<file path="src/rtl/seg7_to_bcd_capture.sv">
// seg7_to_bcd_capture
// Snoops a multiplexed, active-low 7-segment display bus and recovers the BCD
// value shown on each digit. Segment and anode lines are synchronised, then a
// pattern must stay constant for STABLE_CYCLES samples before it is captured
// into the digit selected by the anodes.
module seg7_to_bcd_capture #(
    parameter int DIGITS        = 4,
    parameter int STABLE_CYCLES = 8
) (
    input  logic                  clk,
    input  logic                  rst_n,
    input  logic [6:0]            seg,
    input  logic [DIGITS-1:0]     an,
    output logic [4*DIGITS-1:0]   bcd,
    output logic [DIGITS-1:0]     digit_valid,
    output logic                  err,
    output logic                  frame_stb
);

    localparam int SW = DIGITS + 7;
    localparam int CW = $clog2(STABLE_CYCLES + 1);
    localparam int IW = (DIGITS > 1) ? $clog2(DIGITS) : 1;

    // The sample seen on entry to TRACK and the capturing sample itself make up
    // two of the required identical samples, so the counter only needs to reach
    // STABLE_CYCLES-2 at the capture edge.
    localparam logic [CW-1:0] CAPTURE_AT = CW'(STABLE_CYCLES - 2);
    localparam logic [CW-1:0] CNT_MAX    = CW'(STABLE_CYCLES);

    typedef enum logic [1:0] {
        IDLE,
        TRACK,
        HOLD
    } state_t;

    state_t state, state_next;

    logic [SW-1:0]     sync1, sync2, sample_prev;
    logic [DIGITS-1:0] sample_an;
    logic [6:0]        sample_seg;
    logic              changed;

    logic [DIGITS-1:0] an_onehot;
    logic              an_valid;
    logic [IW-1:0]     an_idx;
    logic [DIGITS-1:0] digit_sel;
    logic [DIGITS-1:0] mask_next;
    logic [DIGITS-1:0] frame_mask;

    logic [3:0]        nibble;
    logic              seg_bad;

    logic [CW-1:0]     cnt;
    logic              capture;
    logic              cnt_clr;

    // Map an active-low abcdefg pattern to BCD; blank is 4'hF, anything else 4'hE.
    function automatic logic [3:0] decode_seg(input logic [6:0] p);
        logic [3:0] d;
        case (p)
            7'b0000001: d = 4'h0;
            7'b1001111: d = 4'h1;
            7'b0010010: d = 4'h2;
            7'b0000110: d = 4'h3;
            7'b1001100: d = 4'h4;
            7'b0100100: d = 4'h5;
            7'b0100000: d = 4'h6;
            7'b0001101: d = 4'h7;
            7'b0000000: d = 4'h8;
            7'b0000100: d = 4'h9;
            7'b1111111: d = 4'hF;
            default:    d = 4'hE;
        endcase
        return d;
    endfunction

    // Two-flop synchroniser plus a copy of the previous sample for change detection.
    always_ff @(posedge clk) begin
        if (!rst_n) begin
            sync1       <= '1;
            sync2       <= '1;
            sample_prev <= '1;
        end else begin
            sync1       <= {an, seg};
            sync2       <= sync1;
            sample_prev <= sync2;
        end
    end

    assign sample_an  = sync2[SW-1:7];
    assign sample_seg = sync2[6:0];
    assign changed    = (sync2 != sample_prev);
    assign nibble     = decode_seg(sample_seg);
    assign seg_bad    = (nibble == 4'hE);

    // Anode check: exactly one low select, and which digit it addresses.
    always_comb begin
        an_onehot = ~sample_an;
        an_valid  = (an_onehot != '0) && ((an_onehot & (an_onehot - 1'b1)) == '0);
        an_idx    = '0;
        digit_sel = '0;
        for (int i = 0; i < DIGITS; i++) begin
            if (an_onehot[i]) begin
                an_idx = IW'(i);
            end
        end
        for (int i = 0; i < DIGITS; i++) begin
            digit_sel[i] = an_valid && (an_idx == IW'(i));
        end
        mask_next = frame_mask | digit_sel;
    end

    // FSM state register.
    always_ff @(posedge clk) begin
        if (!rst_n) begin
            state <= IDLE;
        end else begin
            state <= state_next;
        end
    end

    // FSM next-state logic.
    always_comb begin
        state_next = state;
        case (state)
            IDLE: begin
                if (an_valid) begin
                    state_next = TRACK;
                end
            end
            TRACK: begin
                if (!an_valid) begin
                    state_next = IDLE;
                end else if (capture) begin
                    state_next = HOLD;
                end
            end
            HOLD: begin
                if (!an_valid) begin
                    state_next = IDLE;
                end else if (changed) begin
                    state_next = TRACK;
                end
            end
            default: state_next = IDLE;
        endcase
    end

    // FSM outputs: when to capture and when the stability counter restarts.
    always_comb begin
        capture = (state == TRACK) && an_valid && !changed && (cnt == CAPTURE_AT);
        cnt_clr = (state == IDLE) || changed;
    end

    // Saturating count of consecutive unchanged samples.
    always_ff @(posedge clk) begin
        if (!rst_n) begin
            cnt <= '0;
        end else if (cnt_clr) begin
            cnt <= '0;
        end else if (cnt != CNT_MAX) begin
            cnt <= cnt + CW'(1);
        end
    end

    // Capture datapath: digit registers, valid flags, frame tracking and pulses.
    always_ff @(posedge clk) begin
        if (!rst_n) begin
            bcd         <= '1;
            digit_valid <= '0;
            frame_mask  <= '0;
            err         <= 1'b0;
            frame_stb   <= 1'b0;
        end else begin
            err       <= 1'b0;
            frame_stb <= 1'b0;
            if (capture) begin
                for (int i = 0; i < DIGITS; i++) begin
                    if (digit_sel[i]) begin
                        bcd[4*i +: 4]  <= nibble;
                        digit_valid[i] <= 1'b1;
                    end
                end
                err <= seg_bad;
                if (mask_next == '1) begin
                    frame_stb  <= 1'b1;
                    frame_mask <= '0;
                end else begin
                    frame_mask <= mask_next;
                end
            end
        end
    end

endmodule

</file>
<file path="config.mk">
export PLATFORM = sky130hd
export DESIGN_NAME = seg7_to_bcd_capture
export DESIGN_NICKNAME = d
export VERILOG_FILES = /design/src/rtl/seg7_to_bcd_capture.sv
export SDC_FILE = /design/constraint.sdc
export NUM_CORES = 1
export LEC_CHECK = 0
export BUFFER_PORTS_ARGS = -buffer_cell sky130_fd_sc_hd__buf_2
export CORE_MARGIN = 8
export CORE_UTILIZATION = 39
export CTS_CLUSTER_DIAMETER = 200
export DETAILED_ROUTE_END_ITERATION = 10
export HOLD_SLACK_MARGIN = 0.08
export PLACE_DENSITY_LB_ADDON = 0.1
export SYNTH_ARGS = -nofsm -noshare
export SYNTH_HDL_FRONTEND = slang
export SYNTH_SLANG_ARGS = --single-unit
</file>
<file path="constraint.sdc">
create_clock -name clk -period 4.25 [get_ports clk]
set_input_delay 0.85 -clock clk [delete_from_list [all_inputs] [get_ports clk]]
set_output_delay 0.85 -clock clk [all_outputs]
set_load 0.01 [all_outputs]
</file>
# Word level (Yosys, flattened, before mapping)
# Cells that the tools add are included.
[totals] ff_bits=65 in_bits=13 output_inout_bits=22
[classes] addsub=2 n_eq_ne=23 muxes=12 bitwise=4 reduce_logical=22
[op_table] op="4-bit one-hot mux with 11 select lines" count=1
[op_table] op="7-bit equality test (second input constant)" count=3
[op_table] op="7-bit by 3-bit equality test with 1-bit output (second input constant)" count=2
[op_table] op="7-bit by 6-bit equality test with 1-bit output (second input constant)" count=2
[op_table] op="2-bit two-way mux" count=7
[op_table] op="11-bit inequality test" count=1
[op_table] op="2-bit AND reduction" count=5
[op_table] op="4-bit equality test (second input constant)" count=2
[op_table] op="1-bit logical AND" count=8
[op_table] op="7-bit by 1-bit equality test with 1-bit output (second input constant)" count=1
[op_table] op="7-bit by 4-bit equality test with 1-bit output (second input constant)" count=1
[op_table] op="7-bit by 5-bit equality test with 1-bit output (second input constant)" count=1
[op_table] op="7-bit logical NOT" count=1
[op_table] op="2-bit equality test (second input constant)" count=3
[op_table] op="3-bit inequality test (second input constant)" count=2
[op_table] op="2-bit one-hot mux with 3 select lines" count=1
[op_table] op="4-bit by 1-bit adder with 4-bit output (second input constant)" count=1
[op_table] op="4-bit AND" count=1
[op_table] op="2-bit by 1-bit equality test with 1-bit output (second input constant)" count=2
[op_table] op="4-bit by 3-bit equality test with 1-bit output (second input constant)" count=1
[op_table] op="2-bit logical NOT" count=2
[op_table] op="4-bit logical NOT" count=1
[op_table] op="4-bit two-way mux" count=1
[op_table] op="4-bit inequality test (second input constant)" count=1
[op_table] op="other kinds (11)" count=12

# Logic depth before layout (Yosys ltp)
# Gate-level depths: netlist (run 1).
[depth] word_depth=11 depth_mapped=8 mapped_depth_nobuf=6

# Least setup slack after synthesis (run 1)
# OpenSTA, ideal clock, no wires.
[synth_timing] path_type="reg2reg" startpoint="register sync2[1]" endpoint="register bcd[13]" setup_time_ns=0.123 t_arrival_ns=1.561 path_slack_ns=2.566 path_stages_with_launch=7 period_less_slack_ns=1.684 cell_sequence="dfxtp_1 > buf_6 > or4_4 > nor4b_4 > nor3_2 > a21oi_4 > mux2i_1"
[synth_via] elab_chain_cells=5 elab_cells_between_ends=17
[synth_rtl] element="from (decl)" line_no="38" text="logic [SW-1:0] sync1, sync2, sample_prev;"
[synth_rtl] element="from (signal assigned)" line_no="85" text="sync2 <= sync1;"
[synth_rtl] element="11-bit inequality test" line_no="92" text="assign changed = (sync2 != sample_prev);"
[synth_rtl] element="1-bit logical NOT" line_no="151" text="capture = (state == TRACK) && an_valid && !changed && (cnt == CAPTURE_AT);"
[synth_rtl] element="1-bit logical AND (2 in series)" line_no="151"
[synth_rtl] element="2-bit AND reduction (no line)"
[synth_rtl] element="to (signal, indexed assignment)" line_no="180" text="bcd[4*i +: 4] <= nibble;"
[synth_rtl] element="to (decl)" line_no="14" text="output logic [4*DIGITS-1:0] bcd,"
# Parallel ways exist; a longest one is shown, timed or not.
# A chain may end at the register's enable or synchronous reset.

# Worst setup path after layout (run 1)
[layout_timing] startpoint="register sync2[3]" endpoint="register bcd[1]"
# The elaborated chain is that of the path after synthesis.

==> flow_metrics.py, run 1 <==
metrics = {
    "sta": {
        "fmax_ghz": 0.4457,
        "worst_slack_ns": 2.006,
        "clock-skew-final_ns": 0.007094,
        "max_slew_margin_pct": 50.06,
        "rsz0062_at_grt": "false",
        "whs_ns": 0.4060,
        "tightest_slew_ns": 0.7491,
        "final.min_clock_period_ns": 2.244,
        "hold_violations": 0,
        "finalCritPeriodShare_pct": 52.79,
        "slew_violations": 0,
        "setup_tns_ns": 0,
        "setup_viol": 0,
    },
    "synthesis": {
        "synth.area.top_cells": "dfxtp_1, nand2b_1, xnor2_4",
        "yosysSeqAreaShare_pct": 45.77,
        "yosys.area_share.simple_pct": 24.43,
        "synth_xor_area_share_pct": 8.319,
        "synth_compound_area_share_pct": 10.61,
        "synthesis.instances": 265,
        "synth_commonest_cells": "dfxtp_1, nand2b_1, nand2_1",
        "ys_types": 54,
        "synth_area_um2": 2843,
        "synth_fp_nets": 281,
        "async_flop_share_pct": 0,
        "synth_fa_ha_area_share_pct": 1.320,
        "ys.flop_type": "dfxtp_1",
        "ys_seq_elements": 65,
        "synth_top_family_by_area": "simple AND/OR/NAND/NOR gates",
        "synth_top_cell_by_area": "dfxtp_1",
        "yosysMostFrequentCell": "dfxtp_1",
        "muxShareOfSynthArea_pct": 3.213,
        "synth_edf_count": 0,
        "synth_top_area_share_pct": 45.77,
        "syn_avg_cell_area_um2": 10.73,
        "synth-warning-count": 0,
    },
    "finish": {
        "layout-area-overhead-vs-synth_pct": 12.46,
        "nets": 307,
        "fin_area_um2": 3197,
        "antenna_cells": 0,
        "fillers": 730,
        "multi_input_area_um2": 1361,
        "drive_gt1_share_pct": 24.15,
        "regArea_um2": 1301,
    },
    "route": {
        "firstDrtPassIters": 4,
        "drt_iter0_drc": 206,
        "drt_wl_total_um": 5314,
        "vias": 1886,
        "wl_per_cell_um": 13.52,
        "postRouteAntennaNets": 0,
        "vias_per_cell": 4.799,
        "drcViolationCount": 0,
    },
    "floorplanning": {
        "fp.dieW_um": 101.4,
        "core_um2": 7137,
        "design.portCount": 35,
        "rows": 31,
        "start_util_pct": 39.83,
        "die_h_um": 101.4,
        "die_area_um2": 10280,
    },
    "setup_path": {
        "end_kind": "flip-flop",
        "critPathBufInv": 0,
        "cp_cell_sequence": "xnor2_1 -> nand4_2 -> nor4_4 -> and2_1 -> mux2i_1",
        "cp.depth": 5,
        "critPathRequiredTime_ns": 4.51,
        "cp_top_family": "simple AND/OR/NAND/NOR gates",
        "rr_worst_depth": 5,
        "cp.arrival_ns": 2.51,
        "max_stage_delay_ns": 0.60,
        "critical_path.slowest_cell": "dfxtp_1",
        "critPathLaunchType": "flip-flop",
        "path_max_fanout": 13,
        "crit_type": "flip-flop to flip-flop",
    },
    "cts": {
        "cts_made_buffers": 9,
        "post-cts-setup-buffer-count": 0,
        "htree_levels": 3,
        "cts_tree": "yes",
        "cts_sinks": 65,
        "insertion_delay_ns": 0.33,
        "path_clk_slew_ns": 0.07,
        "cts_buffer_depth": 2,
        "ctsResizeCount": 0,
        "ctsHoldBuffers": 0,
        "cts-root-buf": "clkbuf_8",
    },
    "grt": {
        "grt_remaining_overflow": 0,
        "grt_max_degree": 45,
        "track_usage_pct": 11.60,
        "grt_antenna_before_repair": 0,
        "grt_first_pass_wirelength_um": 9308,
        "grt_pass1_vias": 1921,
    },
    "place": {
        "post-place-ws_ns": 1.964,
        "place_area_um2": 2994,
        "port_buffers": 34,
        "gp_congestion": 0.7383,
        "hpwl_um": 3681,
    },
    "hold_path": {
        "min-delay-path-class": "flip-flop to flip-flop",
        "min_path_cells": 1,
    },
    "pwr": {
        "power_density_nw_per_um2": 391.9,
        "total_power_mw": 1.253,
        "ir_drop_v": 0.0001759,
        "p_leak_nw": 1.274,
    },
    "job": {
        "max_cap_violations": 0,
    },
    "outcome": {
        "status": "finished, final reports clean",
    },
}
-- final timing paths --
kind,from,to,slack (ns)
min,sync1[7],sync2[7],0.41
max reg2reg,sync2[3],bcd[1],2.01
min reg2reg,sync1[7],sync2[7],0.41
max,sync2[3],bcd[1],2.01
-- power by group --
group          internal (mW)  leakage, nW  total, mW  switching [mW]
Sequential             0.622        0.531      0.639          0.0167
Combinational         0.0369        0.642     0.0753          0.0384
Clock                  0.313        0.101      0.538           0.226
Total                  0.972         1.27       1.25           0.281
-- state kept, by name (all words and copies together), names as in the netlist --
name and count:
state 2, frame_stb 1, bcd 16, sync2 11, cnt 4, err 1, sync1 11, sample_prev 11
frame_mask 4, digit_valid 4
-- placed cells by master (no fill, tap or decap), drive strengths merged, types with 8 or more instances in the layout --
| master | count |
|---|---|
| dfxtp | 65 |
| nand2b | 37 |
| buf | 35 |
| xnor2 | 13 |
| clkbuf | 12 |
| nand2 | 10 |
| nand3 | 10 |
| nor2b | 9 |
| inv | 8 |
| nor2 | 8 |
| mux2i | 8 |
| a21oi | 8 |
-- through the flow --
stage	util [%]	instances
floorplan	-	265
global placement	41.95	379
detailed placement	41.95	379
CTS	44.79	393
global route	44.79	393
finish	44.79	393
-- kinds of logic after synthesis --
group	count (synthesis)
AO/OA/AOI/OAI	41
XOR/XNOR	15
adder cells (fa/ha/maj)	3
buffers and inverters	28
flip-flops	65
multiplexers	9
AND/OR/NAND/NOR	104
-- area by class of cell --
| class | instances | area share [%] |
|---|---|---|
| multi-input cells | 172 | 42.58 |
| flip-flops and latches | 65 | 40.70 |
| repair buffers | 35 | 5.558 |
| clock buffers | 12 | 5.166 |
| well taps | 99 | 3.875 |
| clock inverters | 2 | 1.174 |
| inverters | 8 | 0.9393 |
-- worst register-to-register path: cells and delay by family (launching register included) --
family        cells  cell delay [ns]
mux               1             0.22
xor+xnor          1             0.21
flops             1             0.60
simple gates      3             1.14
-- routing by layer --
| metal | vias up | share of wire (%) | GRT usage [%] |
|---|---|---|---|
| met3 | 13 | 4.1 | 3.230 |
| met1 | 878 | 49 | 14.70 |
| li1 | 954 | - | - |
| met4 | 0 | 2.6 | 6.873 |
| met5 | - | 0 | 0 |
| met2 | 41 | 44 | 17.16 |
Power figures use the tool's default switching activity.
==> inputs of run 2 (changes only) <==
==> constraint.sdc (replaced) <==
create_clock -name clk -period 2.3 [get_ports clk]
set_input_delay 0.46 -clock clk [delete_from_list [all_inputs] [get_ports clk]]
set_output_delay 0.46 -clock clk [all_outputs]
set_load 0.01 [all_outputs]
==> run 2 against run 1 <==
Compared with the run above:
- hold slack got worse by 0.097 ns
- power rose by 82%
- clock skew fell by 0.0017 ns
- worst setup slack got worse by 1.7 ns
- largest power group unchanged
- global-route usage barely moved
- largest cell class unchanged
- critical path depth rose by 1
- via count fell by 0.16%
- clock power rose by 78%
- combinational power rose by 99%
- count of clock-buffer cells in the layout did not move
- non-clock buffer count rose by 6
- sequential power rose by 85%
==> flow_metrics.py, run 2 (synthesis results as in run 1) <==
metrics = {
    "place": {
        "post-place-ws_ns": 0.3376,
        "gp_congestion": 0.8100,
        "port_buffers": 34,
        "hpwl_um": 3929,
    },
    "cts": {
        "ctsResizeCount": 0,
        "cts-root-buf": "clkbuf_8",
        "htree_levels": 3,
        "cts_made_buffers": 9,
        "cts_sinks": 65,
        "insertion_delay_ns": 0.33,
        "post-cts-setup-buffer-count": 0,
        "ctsHoldBuffers": 0,
        "cts_buffer_depth": 2,
        "cts_tree": "yes",
        "path_clk_slew_ns": 0.07,
    },
    "setup_path": {
        "crit_type": "flip-flop to flip-flop",
        "end_kind": "flip-flop",
        "critPathRequiredTime_ns": 2.56,
        "rrSetupSlack_ns": 0.33,
        "cp.arrival_ns": 2.23,
        "r2r_start": "sync2[6]",
        "rr_endpoint": "bcd[12]",
        "rr_worst_depth": 6,
        "critPathLaunchType": "flip-flop",
        "path_max_fanout": 13,
    },
    "sta": {
        "setup_viol": 0,
        "worst_slack_ns": 0.3282,
        "setup_tns_ns": 0,
        "slew_violations": 0,
        "rsz0062_at_grt": "false",
        "final.min_clock_period_ns": 1.972,
        "finalCritPeriodShare_pct": 85.73,
        "max_slew_margin_pct": 63.82,
        "fmax_ghz": 0.5071,
        "clock-skew-final_ns": 0.005349,
        "tightest_slew_ns": 0.5397,
        "hold_violations": 0,
    },
    "finish": {
        "fillers": 716,
        "antenna_cells": 0,
        "top_register": "bcd",
        "fin_util_pct": 45.32,
        "layout-area-overhead-vs-synth_pct": 13.78,
        "drive_gt1_share_pct": 25.58,
        "final_cell_mix": "dfxtp_1, nand2b_1, buf_2",
        "nets": 313,
        "largest_register_ff_count": 16,
        "mostFrequentLayoutCell": "dfxtp_1",
    },
    "route": {
        "drcViolationCount": 0,
        "vias_per_cell": 4.708,
        "firstDrtPassIters": 4,
        "wl_per_cell_um": 13.49,
        "vias": 1883,
        "postRouteAntennaNets": 0,
        "drt_iter0_drc": 101,
        "drt_wl_total_um": 5397,
    },
    "grt": {
        "grt_remaining_overflow": 0,
        "grt_antenna_before_repair": 0,
        "grt_pass1_vias": 1894,
        "grt_max_degree": 29,
        "grt_first_pass_wirelength_um": 9128,
        "track_usage_pct": 11.59,
    },
    "hold_path": {
        "min_to": "sync1[2]",
        "hp-start": "seg[2]",
        "min-delay-path-class": "primary input to flip-flop",
        "min_path_cells": 2,
    },
    "pwr": {
        "power_density_nw_per_um2": 705.7,
        "ir_drop_v": 0.0003351,
        "p_leak_nw": 1.303,
    },
    "floorplanning": {
        "fp.dieW_um": 101.4,
        "die_h_um": 101.4,
        "design.portCount": 35,
        "core_um2": 7137,
        "die_area_um2": 10280,
        "rows": 31,
        "start_util_pct": 39.83,
    },
    "job": {
        "max_cap_violations": 0,
    },
    "outcome": {
        "status": "finished, final reports clean",
    },
}
-- run 2: cell types whose count changed in the layout (fill, tap and decap cells not counted) --
cell        change
buf_4           +6
clkinv_2        +2
clkbuf_1        +1
clkbuf_8        -1
clkinvlp_4      -1
-- run 2: where the power goes --
| part | leakage [nW] | switching, mW | internal, mW |
|---|---|---|---|
| Combinational | 0.670 | 0.0774 | 0.0727 |
| Sequential | 0.531 | 0.0251 | 1.15 |
| Clock | 0.102 | 0.406 | 0.551 |
-- run 2: worst max-delay path by stage --
stage | from | to | slack (ns) | depth (start not counted)
after CTS | sync2[6] | bcd[12] | 0.32 | 6
after global routing | sync2[6] | bcd[1] | 0.17 | 6
after floorplan | sync2[1] | bcd[13] | 0.62 | 6
after detailed placement | sync2[6] | bcd[9] | 0.34 | 6
final | sync2[6] | bcd[12] | 0.33 | 6
after global placement | sync2[6] | bcd[9] | 0.36 | 6
-- run 2: routing by layer --
layer	routed length [um]	up-vias	global-route usage [%]
met5	0	-	0
met4	72	0	4.467
met3	218	8	4.261
met2	2493	27	17.66
met1	2612	877	14.53
li1	-	971	-
-- run 2: layout make-up --
cell class	count	area, um2	share of cell area (%)
clock buffers	12	155.1	4.797
clock inverters	3	40.04	1.238
inverters	8	30.03	0.9284
multi-input cells	172	1361	42.09
flip-flops and latches	65	1301	40.23
well taps	99	123.9	3.830
repair buffers	41	222.7	6.886
-- run 2: critical path: stages, from the launching register on --
cell and delay [ns]:
dfxtp_1 0.58, xnor2_4 0.18, nand4_4 0.14, nor4_4 0.26, buf_4 0.21, and2_1 0.31, mux2i_1 0.22
-- run 2: through the flow --
| stage | power, mW | cells | hold WS [ns] | instance area, um2 |
|---|---|---|---|---|
| floorplan | 1.321 | 265 | 0.3863 | 2843 |
| global placement | 1.352 | 385 | 0.3905 | 3039 |
| detailed placement | 1.353 | 385 | 0.3928 | 3039 |
| CTS | 2.320 | 400 | 0.2866 | 3234 |
| global route | 2.388 | 400 | 0.2819 | 3234 |
| finish | 2.282 | 400 | 0.3087 | 3234 |
==> inputs of run 3 (changes only) <==
--- a/config.mk
+++ b/config.mk
@@ -11,7 +11,9 @@
 export CTS_CLUSTER_DIAMETER = 200
 export DETAILED_ROUTE_END_ITERATION = 10
 export HOLD_SLACK_MARGIN = 0.08
+export MAX_ROUTING_LAYER = met4
 export PLACE_DENSITY_LB_ADDON = 0.1
+export SKIP_CTS_REPAIR_TIMING = 1
 export SYNTH_ARGS = -nofsm -noshare
 export SYNTH_HDL_FRONTEND = slang
 export SYNTH_SLANG_ARGS = --single-unit
==> constraint.sdc (replaced) <==
create_clock -name clk -period 2.2 [get_ports clk]
set_input_delay 0.44 -clock clk [delete_from_list [all_inputs] [get_ports clk]]
set_output_delay 0.44 -clock clk [all_outputs]
set_load 0.01 [all_outputs]
==> run 3 against run 2 <==
Compared with the run above:
- die area stayed put
- count of clock-buffer cells in the layout is 1 lower
- hold slack worse by 0.018 ns
- sequential share of layout area is 0.32 points lower
- final area up 0.81%
- cell count is the same
- worst setup slack worse by 0.11 ns
- register-to-register slack got worse by 0.11 ns
- largest power group unchanged
==> flow_metrics.py, run 3 (synthesis results as in run 1) <==
metrics = {
    "pwr": {
        "p_leak_nw": 1.313,
        "total_power_mw": 2.513,
        "power_density_nw_per_um2": 770.7,
        "ir_drop_v": 0.0003790,
    },
    "grt": {
        "grt_first_pass_wirelength_um": 9390,
        "grt_pass1_vias": 1937,
        "grt_remaining_overflow": 0,
        "track_usage_pct": 12.03,
        "grt_max_degree": 28,
        "grt_antenna_before_repair": 0,
    },
    "setup_path": {
        "crit_type": "flip-flop to flip-flop",
        "end_kind": "flip-flop",
        "path_max_fanout": 13,
        "critPathRequiredTime_ns": 2.46,
        "cp-startpoint": "sync2[6]",
        "critPathLaunchType": "flip-flop",
        "r2r_start": "sync2[6]",
        "cp.arrival_ns": 2.24,
    },
    "sta": {
        "tightest_slew_ns": 0.5307,
        "setup_tns_ns": 0,
        "max_slew_margin_pct": 64.43,
        "clock-skew-final_ns": 0.007866,
        "whs_ns": 0.2910,
        "slew_violations": 0,
        "fmax_ghz": 0.5035,
        "final.min_clock_period_ns": 1.986,
        "finalCritPeriodShare_pct": 90.28,
        "hold_violations": 0,
        "setup_viol": 0,
        "worst_slack_ns": 0.2138,
        "rsz0062_at_grt": "false",
    },
    "cts": {
        "path_clk_slew_ns": 0.07,
        "cts_made_buffers": 9,
        "cts-root-buf": "clkbuf_8",
        "cts_sinks": 65,
        "htree_levels": 3,
        "cts_tree": "yes",
        "cts_buffer_depth": 2,
        "insertion_delay_ns": 0.33,
    },
    "outcome": {
        "status": "finished, final reports clean",
    },
    "finish": {
        "mostFrequentLayoutCell": "dfxtp_1",
        "antenna_cells": 0,
        "final_cells": 400,
        "largest_register_ff_count": 16,
        "final_cell_mix": "dfxtp_1, nand2b_1, buf_2",
        "top_register": "bcd",
        "nets": 312,
        "fin_area_um2": 3261,
        "layout-area-overhead-vs-synth_pct": 14.70,
        "drive_gt1_share_pct": 25.91,
        "fillers": 714,
        "fin_util_pct": 45.69,
    },
    "floorplanning": {
        "start_util_pct": 39.83,
        "fp.dieW_um": 101.4,
        "core_um2": 7137,
        "design.portCount": 35,
        "die_area_um2": 10280,
        "rows": 31,
        "die_h_um": 101.4,
    },
    "route": {
        "drcViolationCount": 0,
        "drt_iter0_drc": 164,
        "wl_per_cell_um": 13.24,
        "vias_per_cell": 4.698,
        "drt_wl_total_um": 5297,
        "vias": 1879,
        "firstDrtPassIters": 4,
        "postRouteAntennaNets": 0,
    },
    "place": {
        "gp_congestion": 0.7461,
        "placed_cells": 384,
        "place_area_um2": 3032,
        "hpwl_um": 3835,
        "post-place-ws_ns": 0.2262,
        "port_buffers": 34,
    },
    "job": {
        "max_cap_violations": 0,
    },
    "hold_path": {
        "hp-start": "an[0]",
        "min-delay-path-class": "primary input to flip-flop",
    },
}
==> run 3: cell types whose count changed in the layout (fill, tap and decap cells not counted), sizes merged <==
| cell | delta |
|---|---|
| clkinvlp | +1 |
| buf | -1 |
| bufinv | +1 |
| clkbuf | -1 |
==> run 3: path summary, 6_finish.rpt <==
path,depth (start not counted),slack [ns],to
worst min register to register,1,0.41,sync2[4]
worst max-delay path,6,0.21,bcd[13]
worst max register to register,6,0.21,bcd[13]
worst min-delay path,2,0.29,sync1[7]
==> run 3: cell type report <==
class                   instances  area [um2]  share of cell area, %
inverters                       8       30.03                 0.9210
repair buffers                 40       215.2                  6.600
multi-input cells             172        1361                  41.75
clock inverters                 5       77.57                  2.379
well taps                      99       123.9                  3.799
clock buffers                  11       151.4                  4.643
flip-flops and latches         65        1301                  39.91
==> run 3: metal layers <==
layer | vias to the layer above | wire length (um) | GRT usage [%]
met3 | 2 | 189 | 3.436
met1 | 866 | 2585 | 14.30
met5 | - | 0 | -
met4 | 0 | 32 | 6.300
met2 | 36 | 2491 | 18.07
li1 | 975 | - | -
==> run 3: critical path: stages (launching register included) <==
cell,delay (ns)
dfxtp_1,0.58
xnor2_4,0.18
nand4_4,0.14
nor4_4,0.26
buf_4,0.22
and2_1,0.30
mux2i_1,0.23
==> run 3: power by group <==
group | switching, mW | total, mW | internal [mW]
clock network | 0.432 | 1.13 | 0.696
registers | 0.0289 | 1.23 | 1.20
logic | 0.0782 | 0.154 | 0.0754
